$ cat src/rtl/sd_spi_shift_xcvr.sv
// -----------------------------------------------------------------------------
// sd_spi_shift_xcvr
//
// Full-duplex SPI shift engine for the microSD path. It shifts an N-bit word
// out MSB-first on mosi and at the same time shifts miso into an N-bit receive
// word. All logic runs on the rising edge of sclkn (the inverted SPI clock),
// so mosi changes on the falling edge of SCK. Words can be chained without
// idle bits by holding start high into the final capture edge.
//
// Optional feature: define SD_SPI_CRC7_EN to add a running CRC7
// (x^7 + x^3 + 1) over every bit driven onto mosi, with crc_clr / crc7 ports.
//
// Parameters:
//   N          word width in bits (N >= 2)
//   CW         bit-counter width (2^CW > N)
//   IDLE_LEVEL mosi level while idle / after reset
//   FILL       bit shifted into the LSB of the transmit register
//
// Ports:
//   sclkn   in   clock, all logic on its rising edge
//   reset   in   asynchronous, active-high reset
//   enable  in   clock enable; low holds all state (done still self-clears)
//   start   in   transfer request, sampled on enabled edges
//   datase  in   [N-1:0] transmit word, captured on the load edge
//   miso    in   serial data from the card
//   crc_clr in   (SD_SPI_CRC7_EN only) synchronous CRC clear
//   mosi    out  registered serial data to the card
//   datain  out  [N-1:0] last complete received word
//   busy    out  transfer in progress
//   done    out  one-cycle pulse, datain updated
//   crc7    out  [6:0] (SD_SPI_CRC7_EN only) running CRC of mosi bits
//
// Handshake: a transfer starts on an enabled edge where start=1 while idle
// (the load edge); datase must be stable on that edge. done pulses for one
// cycle after the final capture edge. If start=1 on that final edge, the next
// word is loaded on the same edge and busy stays high.
// -----------------------------------------------------------------------------
module sd_spi_shift_xcvr #(
    parameter int   N          = 8,
    parameter int   CW         = 4,
    parameter logic IDLE_LEVEL = 1'b1,
    parameter logic FILL       = 1'b1
) (
    input  logic         sclkn,
    input  logic         reset,
    input  logic         enable,
    input  logic         start,
    input  logic [N-1:0] datase,
    input  logic         miso,
`ifdef SD_SPI_CRC7_EN
    input  logic         crc_clr,
    output logic [6:0]   crc7,
`endif
    output logic         mosi,
    output logic [N-1:0] datain,
    output logic         busy,
    output logic         done
);

    typedef enum logic {
        IDLE  = 1'b0,
        SHIFT = 1'b1
    } state_t;

    state_t         state, state_nx;
    logic [N-1:0]   tx, tx_nx;
    logic [N-1:0]   rx, rx_nx;
    logic [CW-1:0]  cnt, cnt_nx;
    logic           mosi_nx;
    logic [N-1:0]   datain_nx;
    logic           busy_nx;
    logic           done_nx;
    // High on edges where a fresh data bit is placed on mosi (load or shift).
    logic           drive_bit;

    // State register
    always_ff @(posedge sclkn or posedge reset) begin
        if (reset) begin
            state  <= IDLE;
            tx     <= '0;
            rx     <= '0;
            cnt    <= '0;
            mosi   <= IDLE_LEVEL;
            datain <= '0;
            busy   <= 1'b0;
            done   <= 1'b0;
        end else begin
            state  <= state_nx;
            tx     <= tx_nx;
            rx     <= rx_nx;
            cnt    <= cnt_nx;
            mosi   <= mosi_nx;
            datain <= datain_nx;
            busy   <= busy_nx;
            done   <= done_nx;
        end
    end

    // Next-state and datapath
    always_comb begin
        state_nx  = state;
        tx_nx     = tx;
        rx_nx     = rx;
        cnt_nx    = cnt;
        mosi_nx   = mosi;
        datain_nx = datain;
        busy_nx   = busy;
        done_nx   = 1'b0;          // done self-clears even when enable is low
        drive_bit = 1'b0;

        if (enable) begin
            case (state)
                IDLE: begin
                    if (start) begin
                        mosi_nx   = datase[N-1];
                        tx_nx     = {datase[N-2:0], FILL};
                        cnt_nx    = CW'(N - 1);
                        busy_nx   = 1'b1;
                        state_nx  = SHIFT;
                        drive_bit = 1'b1;
                    end else begin
                        mosi_nx = IDLE_LEVEL;
                    end
                end
                SHIFT: begin
                    // miso is captured one edge after its mosi bit was driven
                    rx_nx = N'({rx, miso});
                    if (cnt != '0) begin
                        mosi_nx   = tx[N-1];
                        tx_nx     = {tx[N-2:0], FILL};
                        cnt_nx    = cnt - CW'(1);
                        drive_bit = 1'b1;
                    end else begin
                        datain_nx = N'({rx, miso});
                        done_nx   = 1'b1;
                        if (start) begin
                            // Back-to-back: load the next word on this same edge
                            mosi_nx   = datase[N-1];
                            tx_nx     = {datase[N-2:0], FILL};
                            cnt_nx    = CW'(N - 1);
                            drive_bit = 1'b1;
                        end else begin
                            mosi_nx  = IDLE_LEVEL;
                            busy_nx  = 1'b0;
                            state_nx = IDLE;
                        end
                    end
                end
                default: begin
                    state_nx = IDLE;
                end
            endcase
        end
    end

`ifdef SD_SPI_CRC7_EN
    // CRC7 over the bit stream on mosi; the new bit is the value about to be
    // registered onto mosi this edge.
    logic       crc_fb;
    logic [6:0] crc_upd;

    always_comb begin
        crc_fb  = crc7[6] ^ mosi_nx;
        crc_upd = {crc7[5:0], 1'b0} ^ (crc_fb ? 7'h09 : 7'h00);
    end

    always_ff @(posedge sclkn or posedge reset) begin
        if (reset) begin
            crc7 <= '0;
        end else if (enable) begin
            if (crc_clr) begin
                crc7 <= '0;
            end else if (drive_bit) begin
                crc7 <= crc_upd;
            end
        end
    end
`endif

endmodule
$ cat config.mk
export PLATFORM = sky130hd
export DESIGN_NAME = sd_spi_shift_xcvr
export DESIGN_NICKNAME = d
export VERILOG_FILES = /design/src/rtl/sd_spi_shift_xcvr.sv
export SDC_FILE = /design/constraint.sdc
export NUM_CORES = 1
export LEC_CHECK = 0
export CAP_MARGIN = 20
export CORE_ASPECT_RATIO = 1.25
export CORE_MARGIN = 2
export CORE_UTILIZATION = 40
export CTS_BUF_LIST = sky130_fd_sc_hd__clkbuf_16
export DETAILED_ROUTE_END_ITERATION = 7
export HOLD_SLACK_MARGIN = 0.03
export PLACE_DENSITY_LB_ADDON = 0.12
export SYNTH_ARGS = -nofsm -noshare
export SYNTH_HDL_FRONTEND = slang
export SYNTH_SLANG_ARGS = --single-unit
$ cat constraint.sdc
create_clock -name sclkn -period 2.3 [get_ports sclkn]
set_input_delay 0.575 -clock sclkn [delete_from_list [all_inputs] [get_ports sclkn]]
set_output_delay 0.575 -clock sclkn [all_outputs]
set_load 0.1 [all_outputs]
== After elaboration in Yosys (flattened, before gate mapping) ==
Index checks and enable logic that the tools add are counted.
Cells by class
  reduce and logical (&&, ||, !) cells: 4
  muxes and demuxes: 19
  bitwise operators: 2
  add/subtract/negate cells: 1
  equal/unequal tests: 3
Operators by type and width (count)
  8-bit two-way mux: 2
  8-bit one-hot mux with 2 select lines: 1
  1-bit two-way mux: 10
  4-bit two-way mux: 2
  4-bit one-hot mux with 2 select lines: 1
  2-bit inequality test, second input constant: 3
  1-bit one-hot mux with 2 select lines: 3
  4-bit AND reduction: 1
  4-bit nonzero test: 1
  4-bit by 1-bit subtractor with 4-bit output, second input constant: 1
  3-bit AND reduction: 1
  1-bit inverter: 2
  2-bit AND reduction: 1
Storage, ports and cells
  flip-flop bits (word level): 31
  logic and storage cells: 37
  input bits: 13
  output and inout bits: 11

== Logic depth before layout (Yosys ltp) ==
  depth in word-level cells: 4
  gate-level depth with buffers: 6
  mapped depth without buffers: 6

== Least setup slack after synthesis ==
OpenSTA, ideal clock, no wires.
  path type: reg-to-reg
  start point: reg cnt[0]
  end point: reg datain[0]
  cell stages (with the launch flop): 7
  data required time: 2.175 ns
  setup time: 0.125 ns
  path buffers: 0
  slack: 0.725 ns
  arrival time: 1.449 ns
  clock period less this slack: 1.575 ns
  path through: dfrtp_1 -> inv_1 -> ha_1 -> nor3b_4 -> nand3_4 -> inv_2 -> mux2_2
Between the ends
  word-level cells in the longest chain between the ends: 3
Ends and longest elaborated chain
  start, declared: RTL line 68  | logic [CW-1:0] cnt, cnt_nx;
  start signal, assigned: RTL line 91  | cnt <= cnt_nx;
  4-bit nonzero test: RTL line 128  | if (cnt != '0) begin
  1-bit inverter (no source line)
  3-bit AND reduction (no source line)
  end signal, assigned: RTL line 93  | datain <= datain_nx;
  end, declared: RTL line 55  | output logic [N-1:0] datain,
Every way passes these cells.
A chain may end at the register's enable or synchronous reset.

== Worst setup path in the final report ==
  start point: reg cnt[0]
  end point: reg tx[0]
Between the ends
  word-level cells in the longest chain between the ends: 3
Ends and longest elaborated chain
  4-bit nonzero test: RTL line 128
  8-bit two-way mux: RTL line 128
  8-bit one-hot mux with 2 select lines: RTL line 112  | case (state)
  end signal, assigned: RTL line 89  | tx <= tx_nx;
  end, declared: RTL line 66  | logic [N-1:0] tx, tx_nx;
Every way passes these cells.

==> metrics.yaml <==
p_clk_frac: 0.272
ys_async_sr_fraction: 1.00
finalWirelength_mm: 2.68
required_ns: 2.46
place_inst: 168
min_delay_path_depth: 1
crit_chain: "inv_1, ha_1, nor3b_4, buf_4, o21ai_2, or2_2"
via_count: 962
grt_pass1_vias: 989
syn_inst: 108
synth_cell_types: 36
p_switching_mw: 0.861
drive_gt1_frac: 0.345
grt_max_degree: 32
gr-usage-met2: 0.238
setup_tns_ns: 0
cts_buffer_depth: 2
worst_r2r_path_depth: 6
crit_type: "reg -> reg"
use_met1: 0.196
critPathBufInv: 2
max_freq_mhz: 550
h-tree-depth: 2
areaGrowthSynthToFinish_pct: 28.1
synth_top_area_share: 0.542
worst-endpoint-arrival_ns: 1.98
cts_setup_buffers: 0
power-per-cell-area_mw_per_mm2: 1260
synthTopCellsByCount: "dfrtp_1 (30), mux2_2 (15), a2bb2oi_1 (7), nand3_1 (7), o22ai_1 (7)"
drtAntennaViolNets: 0
postCtsHoldBufs: 0
clock_sinks: 31
synth.ff_latch_count: 31
cp-start-kind: "flip-flop"
p_int_mw: 1.38
period_minus_slack_ns: 1.82
instances_no_fill: 176
design.core.area_mm2: 0.00325
hold_start: "tx[0]$_DFFE_PP0P_"
clk_pin_slew_worst_paths_ns: 0.05
hold_viol_final: 0
swShare: 0.385
layout.area.seq_um2: 777
globalRouteTotalUtil: 0.157
chipWidth_um: 56.6
yosysMostFrequentCell: "dfrtp_1"
rows: 23
avgSynthCellArea_um2: 12.8
hold_end: "tx[0]$_DFFE_PP0P_"
combPwrFrac: 0.354
boundaryPins: 24
yosys.area.top_type: "dfrtp_1"
synth-edff-count: 0
status: "finished, final reports clean"
ys_top_cells_by_area: "dfrtp_1 (54%), mux2_2 (12%), a2bb2oi_1 (4.4%)"
die_area_mm2: 0.00395
hold_slack_ns: 0.468
wl_per_cell_um: 15.2
reg2reg_to: "tx[0]$_DFFE_PP0P_"
seq_area_frac_synth: 0.561
hold_class: "reg -> reg"
hpwlAfterDp_mm: 1.76
setup_violations: 0
synth_nets: 122
syn_area_mm2: 0.00139
gr-total-overflow: 0
cts_root_buf: "clkbuf_16"
place_congestion: 0.707
die_y_um: 69.8
grt_pass1_wl_mm: 4.76
nets: 152
p_leak_nw: 0.816
portBuffers: 23
drc: 0
max_slew_margin: 0.725
crit_fanout: 10
worst_pin_slew_ns: 0.412
end_kind: "flip-flop"
drt_iter0_drc: 17
antennaDiodeCount: 0
regToRegStartpoint: "cnt[0]$_DFFE_PP0P_"
cts_buffers: 5
seqPwrFrac: 0.374
fillers: 292
cts_resized: 0
top_usage_layer: "met2"
antenna_found_initial: 0
critPathTopFamily: "simple AND/OR/NAND/NOR gates"
max_stage_delay_ns: 0.40
peakVddDrop_mv: 0.879
rsz0062_at_grt: "false"
period_share: 0.790
multi_input_area_um2: 547
initial_core_util: 0.426
viasPerCell: 5.47
critical_path.slowest_cell: "dfrtp_1"
met3_usage: 0.0597
r2r_slack_ns: 0.48
synthFlopType: "dfrtp_1"
drv_slew: 0
drtPass1Iterations: 4
cap_violations: 0
insertion_delay_ns: 0.27
synth_warnings: 0
cts_tree: "built"
fin_worst_skew_ns: 0.00326
## cells in the final DEF (no fill, tap or decap), types with 2 or more instances in the layout
cell,n
nand3_1,7
buf_4,17
a21oi_1,2
nor2_1,2
a2bb2oi_1,7
clkdlybuf4s50_1,12
inv_1,6
nand2_1,2
o22ai_1,7
o21ai_0,2
clkbuf_16,5
dfrtp_1,30
nor3_1,3
mux2_2,15
## stage by stage
step	utilization	setup WS [ns]	area (um^2)	power (mW)
6_report	0.546	0.483	1770	2.24
4_1_cts	0.546	0.479	1770	2.27
5_1_grt	0.546	0.361	1770	2.35
2_1_floorplan	-	0.725	1390	1.46
3_5_place_dp	0.503	0.334	1640	1.64
3_3_place_gp	0.503	0.336	1640	1.63
## sequential cells by signal, indices dropped and copies added, names as in the netlist
signal and flops:
busy 1, cnt 4, datain 8, done 1, mosi 1, rx 7, state 1, tx 8
## how the worst max path moves through the flow
stage | slack (ns) | startpoint | depth (start not counted) | end
after floorplan | 0.73 | cnt[0]$_DFFE_PP0P_ | 6 | datain[0]$_DFFE_PP0P_
after CTS | 0.48 | cnt[0]$_DFFE_PP0P_ | 6 | tx[0]$_DFFE_PP0P_
final | 0.48 | cnt[0]$_DFFE_PP0P_ | 6 | tx[0]$_DFFE_PP0P_
after global placement | 0.34 | enable | 5 | datain[2]$_DFFE_PP0P_
after detailed placement | 0.33 | enable | 4 | tx[5]$_DFFE_PP0P_
after global routing | 0.36 | cnt[0]$_DFFE_PP0P_ | 6 | tx[0]$_DFFE_PP0P_
## worst reg2reg max path: cells and delay by family (launching register included)
kind            cells  cell delay, ns
buf+inv             2            0.31
flops               1            0.40
simple gates        2            0.62
fa+ha+maj           1            0.23
compound gates      1            0.15
## layer usage
metal  wire, um  share of wire
met2       1270           0.47
met1       1220           0.46
met5          0              0
met4         51          0.019
met3        142          0.053
## kinds of logic after synthesis
logic type,after synthesis,share of synthesized area
DFF,31,0.561
muxes,17,0.137
and+or+nand+nor,23,0.109
AOI/OAI and AO/OA,25,0.139
buffers and inverters,11,0.0443
adders and majority gates,1,0.00903
## power groups by stage
stage | Sequential [mW] | Clock [mW] | Combinational (mW)
floorplan | 1.18 | 0 | 0.278
global placement | 0.838 | 0 | 0.791
detailed placement | 0.842 | 0 | 0.798
CTS | 0.838 | 0.629 | 0.801
global route | 0.860 | 0.656 | 0.838
finish | 0.836 | 0.609 | 0.793
## area by class of cell
class / instances / share of cell area
sequential: 31 / 0.438
timing repair buffer: 29 / 0.140
tap: 37 / 0.0261
clock buffer: 5 / 0.0705
multi-input combinational: 66 / 0.308
clock inverter: 3 / 0.00705
inverter: 5 / 0.0106
Power figures use the tool's default switching activity.
